===== src/rtl/fetch_unit_if.sv =====
// Bundle between the fetch unit (master) and its surroundings (slave): the
// instruction-memory req/gnt + rvalid port and the valid/ready port to decode.
interface fetch_unit_if;
    logic        imem_req;
    logic [31:0] imem_addr;
    logic        imem_gnt;
    logic        imem_rvalid;
    logic [31:0] imem_rdata;
    logic        inst_valid;
    logic [31:0] inst;
    logic [31:0] inst_pc;
    logic        inst_ready;

    modport master (
        output imem_req, imem_addr, inst_valid, inst, inst_pc,
        input  imem_gnt, imem_rvalid, imem_rdata, inst_ready
    );

    modport slave (
        input  imem_req, imem_addr, inst_valid, inst, inst_pc,
        output imem_gnt, imem_rvalid, imem_rdata, inst_ready
    );
endinterface


===== src/rtl/fetch_unit.sv =====
// Instruction fetch stage: issues word reads, buffers returned words with their PCs in a
// show-ahead prefetch FIFO, and flushes/redirects on control-flow changes from execute.
module fetch_unit #(
    parameter logic [31:0] RESET_PC   = 32'h0000_0000,
    parameter int          FIFO_DEPTH = 4
) (
    input  logic                clk,
    input  logic                rst,
    fetch_unit_if.master        bus,
    input  logic                redirect,
    input  logic [31:0]         redirect_pc,
    output logic                misalign_fault
);
    localparam int PTR_W = $clog2(FIFO_DEPTH);
    localparam int CNT_W = PTR_W + 1;
    localparam logic [CNT_W:0] DEPTH_LIM = (CNT_W + 1)'(FIFO_DEPTH);

    typedef enum logic {
        RUN   = 1'b0,
        FAULT = 1'b1
    } fetch_state_e;

    fetch_state_e     state;
    logic             started;
    logic [31:0]      fetchPc;
    logic [31:0]      respPc;
    logic [CNT_W-1:0] outstanding;
    logic [CNT_W-1:0] dropCnt;
    logic [CNT_W-1:0] occupancy;
    logic [PTR_W-1:0] wrPtr;
    logic [PTR_W-1:0] rdPtr;

    logic [31:0] memInst [FIFO_DEPTH];
    logic [31:0] memPc   [FIFO_DEPTH];

    logic             reqValid;
    logic             grant;
    logic             rsp;
    logic             push;
    logic             pop;
    logic [CNT_W:0]   credit;
    logic [CNT_W-1:0] outNext;
    logic [CNT_W-1:0] occNext;

    // Credit counts both buffered entries and requests still in flight, so every
    // granted response is guaranteed a FIFO slot when it returns.
    assign credit   = {1'b0, occupancy} + {1'b0, outstanding};
    assign reqValid = started && (state == RUN) && !redirect && (credit < DEPTH_LIM);
    assign grant    = reqValid && bus.imem_gnt;
    assign rsp      = bus.imem_rvalid;
    assign push     = rsp && (dropCnt == '0) && !redirect;
    assign pop      = bus.inst_valid && bus.inst_ready && !redirect;

    assign bus.imem_req   = reqValid;
    assign bus.imem_addr  = fetchPc;
    assign bus.inst_valid = (occupancy != '0);
    assign bus.inst       = bus.inst_valid ? memInst[rdPtr] : '0;
    assign bus.inst_pc    = bus.inst_valid ? memPc[rdPtr]   : '0;

    // NOTE: every variable written in an always_comb gets a default on the first line,
    // so no path leaves it unassigned and no latch is inferred.
    always_comb begin
        outNext = outstanding;
        if (grant && !rsp) begin
            outNext = outstanding + CNT_W'(1);
        end else if (!grant && rsp) begin
            outNext = outstanding - CNT_W'(1);
        end
    end

    always_comb begin
        occNext = occupancy;
        if (push && !pop) begin
            occNext = occupancy + CNT_W'(1);
        end else if (!push && pop) begin
            occNext = occupancy - CNT_W'(1);
        end
    end

    // NOTE: sequential state uses non-blocking assignments only, so every register
    // samples the pre-edge values of the others regardless of statement order.
    always_ff @(posedge clk or negedge rst) begin
        if (!rst) begin
            state          <= RUN;
            started        <= 1'b0;
            fetchPc        <= RESET_PC;
            respPc         <= RESET_PC;
            outstanding    <= '0;
            dropCnt        <= '0;
            occupancy      <= '0;
            wrPtr          <= '0;
            rdPtr          <= '0;
            misalign_fault <= 1'b0;
        end else begin
            started <= 1'b1;
            if (redirect) begin
                // No grant is possible this cycle, so outNext is exactly what is
                // still in flight after this cycle's response; all of it is stale.
                occupancy   <= '0;
                wrPtr       <= '0;
                rdPtr       <= '0;
                outstanding <= outNext;
                dropCnt     <= outNext;
                fetchPc     <= redirect_pc;
                respPc      <= redirect_pc;
                if (redirect_pc[1:0] == 2'b00) begin
                    state          <= RUN;
                    misalign_fault <= 1'b0;
                end else begin
                    state          <= FAULT;
                    misalign_fault <= 1'b1;
                end
            end else begin
                outstanding <= outNext;
                occupancy   <= occNext;
                if (grant) begin
                    fetchPc <= fetchPc + 32'd4;
                end
                if (rsp) begin
                    if (dropCnt != '0) begin
                        dropCnt <= dropCnt - CNT_W'(1);
                    end else begin
                        respPc <= respPc + 32'd4;
                    end
                end
                if (push) begin
                    wrPtr <= wrPtr + PTR_W'(1);
                end
                if (pop) begin
                    rdPtr <= rdPtr + PTR_W'(1);
                end
            end
        end
    end

    // NOTE: the FIFO storage has no reset; its contents are only observable through
    // inst_valid, which is reset, so resetting the array would only cost flops.
    always_ff @(posedge clk) begin
        if (push) begin
            memInst[wrPtr] <= bus.imem_rdata;
            memPc[wrPtr]   <= respPc;
        end
    end

    a_req_aligned: assert property (@(posedge clk) disable iff (!rst)
        bus.imem_req |-> (bus.imem_addr[1:0] == 2'b00));

    a_no_overflow: assert property (@(posedge clk) disable iff (!rst)
        push |-> ((occupancy < DEPTH_LIM[CNT_W-1:0]) || pop));

    a_rsp_expected: assert property (@(posedge clk) disable iff (!rst)
        rsp |-> (outstanding != '0));
endmodule


===== src/flat_wrapper.sv =====
// flat-port wrapper written by rule: the top's interface ports become plain ports
module fetch_unit_flat 
#(
    parameter logic [31:0] RESET_PC   = 32'h0000_0000,
    parameter int          FIFO_DEPTH = 4
)
  (clk, rst, redirect, redirect_pc, misalign_fault, bus_imem_req, bus_imem_addr, bus_inst_valid, bus_inst, bus_inst_pc, bus_imem_gnt, bus_imem_rvalid, bus_imem_rdata, bus_inst_ready);
  fetch_unit_if bus_i ();
  input  logic clk;
  input  logic rst;
  input  logic redirect;
  input  logic [31:0] redirect_pc;
  output logic misalign_fault;
  output wire logic [$bits(bus_i.imem_req)-1:0] bus_imem_req;
  output wire logic [$bits(bus_i.imem_addr)-1:0] bus_imem_addr;
  output wire logic [$bits(bus_i.inst_valid)-1:0] bus_inst_valid;
  output wire logic [$bits(bus_i.inst)-1:0] bus_inst;
  output wire logic [$bits(bus_i.inst_pc)-1:0] bus_inst_pc;
  input wire logic [$bits(bus_i.imem_gnt)-1:0] bus_imem_gnt;
  input wire logic [$bits(bus_i.imem_rvalid)-1:0] bus_imem_rvalid;
  input wire logic [$bits(bus_i.imem_rdata)-1:0] bus_imem_rdata;
  input wire logic [$bits(bus_i.inst_ready)-1:0] bus_inst_ready;
  assign bus_imem_req = bus_i.imem_req;
  assign bus_imem_addr = bus_i.imem_addr;
  assign bus_inst_valid = bus_i.inst_valid;
  assign bus_inst = bus_i.inst;
  assign bus_inst_pc = bus_i.inst_pc;
  assign bus_i.imem_gnt = bus_imem_gnt;
  assign bus_i.imem_rvalid = bus_imem_rvalid;
  assign bus_i.imem_rdata = bus_imem_rdata;
  assign bus_i.inst_ready = bus_inst_ready;
  fetch_unit #(.RESET_PC(RESET_PC), .FIFO_DEPTH(FIFO_DEPTH)) u_core (.clk(clk), .rst(rst), .bus(bus_i), .redirect(redirect), .redirect_pc(redirect_pc), .misalign_fault(misalign_fault));
endmodule

===== config.mk =====
export PLATFORM = sky130hd
export DESIGN_NAME = fetch_unit_flat
export DESIGN_NICKNAME = d
export VERILOG_FILES = /design/src/rtl/fetch_unit_if.sv /design/src/rtl/fetch_unit.sv /design/src/flat_wrapper.sv
export SDC_FILE = /design/constraint.sdc
export NUM_CORES = 1
export LEC_CHECK = 0
export ABC_CLOCK_PERIOD_IN_PS = 7500
export BUFFER_PORTS_ARGS = -buffer_cell sky130_fd_sc_hd__buf_4
export CAP_MARGIN = 20
export CORE_ASPECT_RATIO = 1.25
export CORE_MARGIN = 2
export CORE_UTILIZATION = 35
export CTS_CLUSTER_SIZE = 10
export DETAILED_ROUTE_END_ITERATION = 8
export HOLD_SLACK_MARGIN = 0.12
export MAX_ROUTING_LAYER = met4
export SETUP_SLACK_MARGIN = 0.05
export SLEW_MARGIN = 20
export SYNTH_ARGS = -nofsm -noshare
export SYNTH_HDL_FRONTEND = slang
export SYNTH_SLANG_ARGS = --single-unit

===== constraint.sdc =====
create_clock -name clk -period 7.5 [get_ports clk]
set_input_delay 1.5 -clock clk [delete_from_list [all_inputs] [get_ports clk]]
set_output_delay 1.5 -clock clk [all_outputs]
set_load 0.05 [all_outputs]

==> Yosys cells after proc, flatten, opt, wreduce, memory -nomap -nowiden <==
Memories as Yosys holds them, arrays and structs flattened.
Cells that the tools add are included.
{ "classes": {"n_reduce_logical": 29, "n_mux": 22, "eq_ne": 1, "bitwise_logic": 1, "n_addsub": 10, "n_lt_le_gt_ge": 1} }
{ "op_table": {"columns": ["operator", "n"], "rows": [
  ["32-bit 2-to-1 mux", 7],
  ["32-bit by 3-bit adder with 32-bit output, second input constant", 2],
  ["3-bit 2-to-1 mux", 8],
  ["1-bit logical AND", 12],
  ["2-bit nonzero test", 5],
  ["3-bit nonzero test", 3],
  ["3-bit by 1-bit subtractor with 3-bit output, second input constant", 3],
  ["2-bit 2-to-1 mux", 4],
  ["3-bit by 1-bit adder with 3-bit output, second input constant", 2],
  ["1-bit zero test", 5],
  ["2-bit by 1-bit adder with 2-bit output, second input constant", 2],
  ["3-bit by 3-bit adder with 4-bit output", 1],
  ["4-bit by 3-bit < comparator with 1-bit output, second input constant", 1],
  ["2-bit AND reduction", 2],
  ["3-bit zero test", 1],
  ["1-bit 2-to-1 mux", 3],
  ["2-bit zero test", 1],
  ["2-bit != test, second input constant", 1],
  ["1-bit NOT", 1]
]} }
{ "totals": {"memories": 2, "word_cells": 75, "output_inout_bits": 99, "inputBits": 70, "ramBits": 256, "regBits": 79} }
{ "mem_list": {"columns": ["memory", "words", "word_bits", "rd", "rd_clocked_by_memory_dff", "wr", "line_no", "text"], "rows": [
  ["u_core.memInst", 4, 32, 1, 0, 1, "fetch_unit.sv:33", "logic [31:0] memInst [FIFO_DEPTH];"],
  ["u_core.memPc", 4, 32, 1, 0, 1, "fetch_unit.sv:34", "logic [31:0] memPc [FIFO_DEPTH];"]
]} }

==> Depth between registers and ports, before layout <==
Gate-level depths: netlist of the first run.
{ "logic_depth": {"word_depth": 10, "depth_mapped": 10, "mapped_depth_nobuf": 10} }

==> Worst setup path after synthesis of the first run <==
Ideal clock, no wire load.
{ "synth_path": {"path_kind": "in2out", "startpoint": "in redirect", "endpoint": "out bus_imem_req", "arrival_time_ns": 3.603, "required_time_ns": 6.000, "path_buffers": 1, "path_slack_ns": 2.397, "path_stages": 3, "cell_sequence": "buf_6 or4b_4 nor4_1"} }
{ "synth_via": {"elab_chain_len": 3} }
{ "synth_lines": {"columns": ["element", "line_no", "text"], "rows": [
  ["start: declaration", "flat_wrapper.sv:11", "input logic redirect;"],
  ["1-bit zero test", "fetch_unit.sv:48", "assign reqValid = started && (state == RUN) && !redirect && (credit < DEPTH_LIM);"],
  ["1-bit logical AND (2 in series)", "fetch_unit.sv:48", null],
  ["end: declaration", "flat_wrapper.sv:14", "output wire logic [$bits(bus_i.imem_req)-1:0] bus_imem_req;"]
]} }
No other way between the ends.

==> Final worst setup path of the first run <==
{ "layout_path": {"startpoint": "reg u_core.rdPtr[0]", "endpoint": "out bus_inst_pc[15]"} }
{ "layout_via": {"elab_chain_len": 2} }
{ "layout_lines": {"columns": ["element", "line_no", "text"], "rows": [
  ["start: declaration", "fetch_unit.sv:31", "logic [PTR_W-1:0] rdPtr;"],
  ["start signal: assignment", "fetch_unit.sv:130", "rdPtr <= rdPtr + PTR_W'(1);"],
  ["memory read 4 x 32 bit", null, null],
  ["32-bit 2-to-1 mux", "fetch_unit.sv:58", "assign bus.inst_pc = bus.inst_valid ? memPc[rdPtr] : '0;"],
  ["end: declaration", "flat_wrapper.sv:18", "output wire logic [$bits(bus_i.inst_pc)-1:0] bus_inst_pc;"]
]} }
No other way between the ends.

==> results of run 1 <==
power groups by stage:
stage	combinational, mW	clock (mW)	sequential (mW)
2_1_floorplan	1.37	0	2.26
3_3_place_gp	1.88	0	2.34
3_5_place_dp	1.89	0	2.35
4_1_cts	1.90	1.77	2.31
5_1_grt	1.98	1.84	2.34
6_report	1.85	1.72	2.30
per-stage QoR:
step | area [um^2] | total power [mW]
2_1_floorplan | 14080 | 3.635
3_3_place_gp | 15900 | 4.224
3_5_place_dp | 15900 | 4.240
4_1_cts | 17050 | 5.979
5_1_grt | 17050 | 6.164
6_report | 17050 | 5.873
routing by layer:
layer	vias to the layer above	part of all wire, %	GRT usage [%]
met3	41	4.4	2.602
met4	0	1.8	4.150
li1	3826	-	-
met5	-	0	-
met1	4222	44	20.86
met2	239	49	25.68
registers in the layout (all words and copies together), names as in the netlist:
register               flops
u_core.rdPtr               2
u_core.memPc             128
u_core.bus.imem_addr      32
u_core.occupancy           3
u_core.memInst           128
u_core.wrPtr               2
u_core.respPc             32
u_core.misalign_fault      1
u_core.started             1
u_core.outstanding         3
u_core.dropCnt             3
cells by family after synthesis:
group           share of synthesized area (%)
other cells                           0.02663
xor+xnor                                2.364
simple gates                            10.54
fa+ha+maj                               1.208
flops                                   68.63
mux                                     10.40
compound gates                          4.985
buf+inv                                 1.848
worst paths after layout:
check | startpoint | endpoint | slack [ns] | depth (start not counted)
max | u_core.rdPtr[0] | bus_inst_pc[15] | 2.91 | 4
max reg2reg | u_core.dropCnt[0] | u_core.memInst[0][9] | 4.45 | 6
max in group asynchronous | rst | u_core.rdPtr[1] | 5.77 | 2
min in group asynchronous | rst | u_core.bus.imem_addr[27] | 0.75 | 1
min reg2reg | u_core.outstanding[2] | u_core.outstanding[2] | 0.53 | 1
min | u_core.outstanding[2] | u_core.outstanding[2] | 0.53 | 1
worst max-delay path, delay by kind of cell (launching register included):
kind	cells	cell delay, ns
buffers and inverters	2	0.72
DFF	1	1.04
muxes	1	0.56
and+or+nand+nor	1	0.18
layout make-up:
| class | instances | area [um^2] | share of cell area, % |
|---|---|---|---|
| clock inverters | 3 | 27.53 | 0.1614 |
| diodes | 1 | 2.502 | 0.01468 |
| multi-input cells | 500 | 4178 | 24.50 |
| inverters | 20 | 75.07 | 0.4403 |
| repair buffers | 179 | 1348 | 7.903 |
| flip-flops and latches | 335 | 9672 | 56.72 |
| clock buffers | 60 | 1119 | 6.560 |
| well taps | 504 | 630.6 | 3.698 |
cell usage in the layout (no fill, tap or decap), types with 3 or more instances in the layout:
cell type | netlist | final
nand2_1 | 65 | 65
nor4_1 | 4 | 4
nor2_1 | 25 | 25
o311ai_0 | 13 | 13
dfrtp_1 | 79 | 77
clkbuf_1 | 27 | 18
nand4_1 | 22 | 22
and3_4 | 0 | 4
xor2_1 | 22 | 22
edfxtp_1 | 256 | 256
buf_4 | 1 | 178
o211ai_1 | 11 | 11
or3_1 | 6 | 5
clkbuf_16 | 0 | 42
and4_1 | 7 | 7
a31oi_1 | 3 | 3
and2_1 | 69 | 69
nand2b_1 | 3 | 3
a21o_1 | 3 | 3
mux4_2 | 64 | 64
ha_1 | 12 | 12
nor3_1 | 13 | 13
o21ai_0 | 50 | 50
xnor2_1 | 16 | 16
inv_1 | 20 | 20
nand3_1 | 29 | 29
and3_1 | 19 | 15
a21oi_1 | 12 | 12
==> impl_results.md, run 1 <==
- Most area-hungry cell type in the Yosys netlist: edfxtp_1
- Static leakage: about 6 nW
- Clock latency on the worst-skew pair: 0.53 ns
- Crit path max-delay cell type: dfrtp_4
- Seq/Total Area, Yosys: 68.63%
- Synth cell count leaders: edfxtp_1, dfrtp_1, and2_1, nand2_1, mux4_2
- Dpl cells: 1,538
- Flops & latches, synth: roughly 340
- Layout Nets: 1,159
- # setup viols final: 0
- Max_cap viols: 0
- Fmax: 218.0 MHz
- CTS root buf: clkbuf_16
- Slew Viols, Final: 0
- CP Class: reg -> out
- Hold Fails Final Rpt: 0
- Net switching power: 2.062 mW
- Post-synth top flop: edfxtp_1
- Initial DRT Pass Iterations: 5
- Worst Hold Class: reg -> reg
- RSZ-0062 raised after global routing: false
- Crit path largest cell delay: 1.04 ns
- GPL Wtd Cong: roughly 0.85
- Slew HR: roughly 30%
- Final period util: 61.17%
- Setup Fix Bufs, Post-CTS: 0
- Final core occ: 42.72%
- CORE AREA: 39,910 um^2
- Tightest hold margin: 0.5254 ns
- CP cell instances: buf_4, mux4_2, and2_1, buf_4
- Crit path launch type: register
- Largest net degree at the start of global routing: 78
- I/O Buffers: 168
- H-tree depth: 2
- Worst Setup End Kind: primary output
- Post-synth EDFFs: 256
- TNS Setup: 0 ns
- PD cells: 344.4 nW/um^2
- Fraction of registers with async set/reset: 23.58%
- Largest cells by area after synthesis: edfxtp_1, dfrtp_1, mux4_2
- Clk slew on worst S/H paths: 0.06 ns
- Num rows: 82
- Fraction of layout cells with a size suffix above 1: 27.44%
- # IOs: 169
- Vias per Instance: 5.199
- Most frequent cell after synthesis: edfxtp_1
- Clock power share: 29.2%
- Fillers: 3,601
- Die Area: 41,860 um^2
- Die H: 228.3 um
- Post-synth cell types: 54
- Cell area after synthesis: 14,080 um^2
- Internal power: between 3 and 4 mW
- Synth-to-layout area growth: 21.10%
- Routed Antenna Nets: 0
- Crit-path most repeated cell: buf_4
- DP Worst Slack: 3.262 ns
- Global Route Usage Sum: 15.87%
- WL final: 31,830 um
- CP arrival: 3.09 ns
- Starting Density: 35.28%
- Combinational share of power: 31.6%
- DR DRC count: 0
- Clk sinks: 335
- YS warnings: 0
- Final worst-path setup slack: 2.913 ns
- Seq pwr share: around two fifths
- Initial antenna violation count: 0
- Per-cell routed wire length: approximately 20 um
- Vias in the first global route: about 8,600
- Net Sw Frac: 35.11%
- Mapped Cells: around 900
- Final period demand of the worst path: roughly 4.6 ns
- Clock skew: 0.01688 ns
- Die X: 183.4 um
- Overflow after GRT: 0
- Crit path max fanout: 46
- IR drop worst, VDD: 0.1631 mV
- Post-CTS Resized: 0
- Initial DRC count: 402
- Total number of vias: 8,328
- Share of the synthesized area in the top cell type: 54.59%
- Critical Path RT: 6.00 ns
- Status: completed
- Global-route wire length before repair: approximately 50,000 um
- Cts hold-fix bufs: 0
- CTS tree: yes
- TritonCTS Buffers: 40
- Worst-Margin Slew: 1.050 ns
- Synth Net Count: slightly below 1,000
- Post-DP HPWL: 19,850 um
- Max Root-Sink Buffers: 3
- Fin cells: 1,602
- Mean Syn Cell Area: between 15 and 20 um^2
(Power assumes the default switching activity.)
==> run 2, diff against run 1 <==
--- a/config.mk
+++ b/config.mk
@@ -5,7 +5,7 @@
 export SDC_FILE = /design/constraint.sdc
 export NUM_CORES = 1
 export LEC_CHECK = 0
-export ABC_CLOCK_PERIOD_IN_PS = 7500
+export ABC_CLOCK_PERIOD_IN_PS = 4400
 export BUFFER_PORTS_ARGS = -buffer_cell sky130_fd_sc_hd__buf_4
 export CAP_MARGIN = 20
 export CORE_ASPECT_RATIO = 1.25
==> constraint.sdc (replaced) <==
create_clock -name clk -period 4.4 [get_ports clk]
set_input_delay 0.88 -clock clk [delete_from_list [all_inputs] [get_ports clk]]
set_output_delay 0.88 -clock clk [all_outputs]
set_load 0.05 [all_outputs]
==> run 2 against run 1 <==
Net effect:
- total power increased by 71%
- routed wire length increased by 1.9%
- non-clock buffer count increased by 3
- sequential cell count unchanged
- critical path depth unchanged
- register-to-register slack got worse by 2.8 ns
- first-iteration DRC count increased by 41%
==> impl_results.md, run 2 (synthesis results as in run 1) <==
- Status: completed
- Cts hold-fix bufs: 0
- Die Area: 41,860 um^2
- Commonest non-fill, non-tap cell in the layout: edfxtp_1
- Post-CTS Resized: 0
- RSZ-0062 raised after global routing: false
- Worst R2R End: u_core.bus.imem_addr[11]
- Routed Antenna Nets: 0
- Dpl cells: 1,541
- I/O Buffers: approximately 170
- Final period demand of the worst path: 3.571 ns
- Final period util: 81.16%
- Worst-Margin Slew: 1.043 ns
- Most frequent cells in the layout: edfxtp_1, buf_4, dfrtp_1, and2_1, nand2_1
- Cell depth of the worst flop-to-flop path: 7
- Largest net degree at the start of global routing: 71
- Placement Cell Area: 15,980 um^2
- Crit path max fanout: 26
- TNS Setup: 0 ns
- Crit path max-delay cell type: dfrtp_4
- CTS root buf: clkbuf_16
- R2r startpoint: u_core.outstanding[2]
- Worst Hold Class: in -> async
- # IOs: 169
- Worst Setup End Kind: primary output
- Layout Nets: 1,162
- CP cell instances: buf_4, mux4_2, and2_1, buf_4
- Crit-path leading delay family: flip-flops
- Setup Fix Bufs, Post-CTS: 0
- Register area: 9672 um^2
- Reg-to-reg slack, setup: 1.63 ns
- Per-cell routed wire length: 20.25 um
- Global Route Usage Sum: 16.12%
- IR drop worst, VDD: 0.2595 mV
- Fmax: roughly 280 MHz
- Area of the multi-input gates: 4178 um^2
- Num rows: 82
- CORE AREA: 39,910 um^2
- Max Root-Sink Buffers: 3
- Initial antenna violation count: 0
- Crit-path most repeated cell: buf_4
- Post-route cell area: 17,120 um^2
- TritonCTS Buffers: 40
- Slew Viols, Final: 0
- Buffer and inverter count on the worst path: 2
- Crit path largest cell delay: 0.79 ns
- Starting Density: 35.28%
- Fin cells: 1,601
- Synth-to-layout area growth: 21.61%
- H-tree depth: 2
- Slew HR: 30.44%
- Die X: around 180 um
- Overflow after GRT: 0
- CP arrival: 2.69 ns
- WL final: around 32,000 um
- Ant diodes: 0
- Total number of vias: 8,375
- Initial DRT Pass Iterations: 5
- Vias per Instance: 5.231
- Clk slew on worst S/H paths: ~0.06 ns
- Crit path launch type: register
- Fillers: 3,556
- Clock latency on the worst-skew pair: 0.54 ns
- Initial DRC count: 568
- Clock skew: 0.01828 ns
- Post-DP HPWL: just over 20,000 um
- Static leakage: 6.103 nW
- Global-route wire length before repair: 50,160 um
- Vias in the first global route: around 8,600
- Clk sinks: 335
- CP Class: reg -> out
- PD cells: 587.4 nW/um^2
- CTS tree: yes
- GPL Wtd Cong: 0.8372
- Max_cap viols: 0
- Crit path depth: 4
- DR DRC count: 0
- Fraction of layout cells with a size suffix above 1: 28.08%
- # setup viols final: 0
- Hold Fails Final Rpt: 0
- Critical Path RT: 3.52 ns
- Die H: 228.3 um
- Top flop regs: u_core.memInst: 128 flops, u_core.memPc: 128 flops
-- run 2: layout make-up --
| class | instances | share of cell area [%] |
|---|---|---|
| Clock buffer | 55 | 6.474 |
| Inverter | 20 | 0.4384 |
| Tap cell | 504 | 3.683 |
| Sequential cell | 335 | 56.48 |
| Multi-Input combinational cell | 500 | 24.40 |
| Clock inverter | 5 | 0.1827 |
| Timing Repair Buffer | 182 | 8.344 |
-- run 2: worst max-delay path by stage --
stage | start | end
6_report | u_core.rdPtr[0] | bus_inst[23]
5_1_grt | u_core.rdPtr[0] | bus_inst[23]
4_1_cts | u_core.rdPtr[0] | bus_inst[23]
3_5_place_dp | redirect | u_core.bus.imem_addr[11]
3_3_place_gp | redirect | u_core.bus.imem_addr[11]
2_1_floorplan | redirect | bus_imem_req
-- run 2: power by group --
part | leakage (nW) | internal (mW) | switching, mW | total, mW
logic | 2.28 | 1.20 | 2.05 | 3.25
registers | 3.27 | 3.58 | 0.293 | 3.87
clock network | 0.558 | 1.74 | 1.20 | 2.93
total | 6.10 | 6.52 | 3.54 | 10.1
-- run 2: layer usage --
layer  vias to the layer above  track usage [%]  part of all wire [%]
met5                         -                -                     0
li1                       3833                -                     -
met1                      4187            21.56                    44
met3                        52            2.682                   5.7
met2                       303            25.54                    48
met4                         0            4.425                   2.0
-- run 2: metrics by stage --
step / power (mW) / hold WS [ns] / util, % / setup WS, ns
finish: 10.06 / 0.4350 / 42.91 / 0.8290
global route: 10.52 / 0.4936 / 42.91 / 0.5908
CTS: 10.23 / 0.4518 / 42.91 / 0.6968
detailed placement: 7.264 / 0.4982 / 40.05 / 1.228
global placement: 7.243 / 0.5050 / 40.05 / 1.234
floorplan: 6.196 / 0.4760 / - / 0.5366
==> run 3, diff against run 2 <==
--- a/config.mk
+++ b/config.mk
@@ -5,7 +5,8 @@
 export SDC_FILE = /design/constraint.sdc
 export NUM_CORES = 1
 export LEC_CHECK = 0
-export ABC_CLOCK_PERIOD_IN_PS = 4400
+export ABC_AREA = 1
+export ABC_CLOCK_PERIOD_IN_PS = 3500
 export BUFFER_PORTS_ARGS = -buffer_cell sky130_fd_sc_hd__buf_4
 export CAP_MARGIN = 20
 export CORE_ASPECT_RATIO = 1.25
==> constraint.sdc (replaced) <==
create_clock -name clk -period 3.5 [get_ports clk]
set_input_delay 0.7 -clock clk [delete_from_list [all_inputs] [get_ports clk]]
set_output_delay 0.7 -clock clk [all_outputs]
set_load 0.05 [all_outputs]
==> run 3 against run 2 <==
Net effect:
- clock skew decreased by 0.00098 ns
- critical path type unchanged
- setup slack got worse by 0.47 ns
- register-to-register slack got worse by 0.56 ns
- sequential power increased by 27%
- first-iteration DRC count increased by 7.6%
- sequential cell count unchanged
- core utilization decreased by 0.26 points
- global-route usage increased by 1.7 points
- synthesized cell count increased by 63%
==> impl_results.md, run 3 <==
- Post-route cell area: 18,230 um^2
- Layout Nets: approximately 1,700
- Status: completed
- Starting Density: approximately a third
- Crit-path leading delay family: buffers and inverters
- Critical Path RT: 2.80 ns
- Mapped Cells: approximately 1,500
- Initial DRC count: 611
- Slew HR: 42.48%
- Vias per Instance: 4.955
- # IOs: 169
- Clk slew on worst S/H paths: ~0.06 ns
- Static leakage: 7.027 nW
- Largest net degree at the start of global routing: 130
- Synth-to-layout area growth: 20.97%
- RSZ-0062 raised after global routing: false
- Crit path largest cell delay: between 0.4 and 0.5 ns
- Most frequent cells in the layout: nor2_1, edfxtp_1, nand2_1, buf_4, o21ai_0
- DP Worst Slack: 0.8389 ns
- CP arrival: 2.44 ns
- Crit path max-delay cell type: buf_12
- Post-synth top flop: edfxtp_1
- Synth Net Count: 1,541
- Most frequent cell after synthesis: nor2_1
- Post-DP HPWL: approximately 25,000 um
- H-tree depth: 2
- Most area-hungry cell type in the Yosys netlist: edfxtp_1
- Total number of vias: 10,930
- Cts hold-fix bufs: 0
- Flops & latches, synth: 335
- Final worst-path setup slack: 0.3592 ns
- Synth cell count leaders: nor2_1, edfxtp_1, nand2_1, o21ai_0, dfrtp_1
- Fraction of layout cells with a size suffix above 1: 17.55%
- Worst Setup End Kind: primary output
- Mean Syn Cell Area: 10.34 um^2
- Crit path max fanout: 129
- CTS root buf: clkbuf_16
- Die Area: 44,750 um^2
- Die X: approximately 190 um
- Slew Viols, Final: 0
- Setup Fix Bufs, Post-CTS: 0
- Ant diodes: 0
- GPL Wtd Cong: 0.9591
- Worst-Margin Slew: 0.8628 ns
- Per-cell routed wire length: 17.67 um
- Placement Cell Area: 17,060 um^2
- Hold Fails Final Rpt: 0
- Initial DRT Pass Iterations: 5
- Crit path launch type: register
- IR drop worst, VDD: around 0.33 mV
- Global-route wire length before repair: between 60,000 and 70,000 um
- Buffer and inverter count on the worst path: 2
- Global Route Usage Sum: between 10% and 20%
- Overflow after GRT: 0
- Die H: roughly 240 um
- Cell area after synthesis: ~15,000 um^2
- Final period demand of the worst path: 3.141 ns
- Largest cells by area after synthesis: edfxtp_1, dfrtp_1, nor2_1
- Share of the synthesized area in the top cell type: 51.00%
- Fraction of registers with async set/reset: around a quarter
- Routed Antenna Nets: 0
- Max_cap viols: 0
- DR DRC count: 0
- Clk sinks: roughly 340
- Crit-path most repeated cell: nor2_1
- Max Root-Sink Buffers: 3
- Top flop regs: u_core.memInst: 128 flops, u_core.memPc: 128 flops
- Initial antenna violation count: 0
- CORE AREA: roughly 43,000 um^2
- Vias in the first global route: 11,060
- Fmax: 318.4 MHz
- TNS Setup: 0 ns
- Num rows: 85
- I/O Buffers: 168
- Clock skew: between 0.015 and 0.02 ns
- WL final: between 30,000 and 40,000 um
- CP cell instances: buf_12, nor2_1, nor2_1, o21ai_0, a21oi_1, buf_4
- CTS tree: yes
- PD cells: 736.7 nW/um^2
- Post-synth cell types: between 40 and 50
- Final period util: 89.74%
- Post-CTS Resized: 0
- Final core occ: a little over two fifths
- Clock latency on the worst-skew pair: 0.54 ns
- YS warnings: 0
- Commonest non-fill, non-tap cell in the layout: nor2_1
- # setup viols final: 0
- TritonCTS Buffers: 40
- CP Class: reg -> out
- Worst Hold Class: in -> async
- Post-synth EDFFs: between 200 and 300
- Seq/Total Area, Yosys: 64.12%
==> run 3: final cells by class <==
type                            instances  area [um^2]
Multi-Input combinational cell        972         4803
Sequential cell                       335         9669
Tap cell                              565        706.9
Clock buffer                           50         1081
Timing Repair Buffer                  193         1562
Clock inverter                          6        88.84
Inverter                               85        322.8
Fill cell                            4042        24520
==> run 3: final timing paths <==
path,end,from,depth (start not counted),slack (ns)
setup reg to reg,u_core.memPc[0][26],u_core.dropCnt[0],7,1.07
hold reg to reg,u_core.bus.imem_addr[1],u_core.bus.imem_addr[1],2,0.49
hold / removal,u_core.bus.imem_addr[26],rst,1,0.20
setup / recovery,bus_inst_pc[9],u_core.rdPtr[0],6,0.36
max in group asynchronous,u_core.bus.imem_addr[5],rst,2,2.60
min in group clk,u_core.memInst[2][9],bus_imem_rdata[9],1,0.36
==> run 3: report_power, final <==
group	internal [mW]	switching (mW)	total (mW)
Sequential	4.59	0.312	4.90
Clock	2.29	1.51	3.80
Combinational	1.32	3.41	4.73
Total	8.20	5.23	13.4
==> run 3: kinds of logic (layout without fill, tap and decap cells) <==
family | count (synthesis) | count (layout) | share of synthesized area [%]
simple gates | 653 | 653 | 18.49
flops | 335 | 335 | 64.12
compound gates | 262 | 262 | 9.446
buf+inv | 151 | 334 | 4.250
xor+xnor | 43 | 43 | 2.548
fa+ha+maj | 13 | 13 | 1.129
other cells | 1 | 1 | 0.02488
==> run 3: metal layers <==
layer,wire [um],track usage (%)
met3,1893,2.529
met1,16720,22.30
met4,907,5.450
met5,0,-
met2,19450,30.05
==> run 3: stage by stage <==
stage / hold WS, ns / cells / power (mW)
CTS: 0.2199 / 2206 / 13.59
global route: 0.2461 / 2206 / 14.06
finish: 0.1972 / 2206 / 13.43
global placement: 0.4825 / 2150 / 9.697
detailed placement: 0.4857 / 2150 / 9.744
floorplan: 0.4044 / 1458 / 8.141
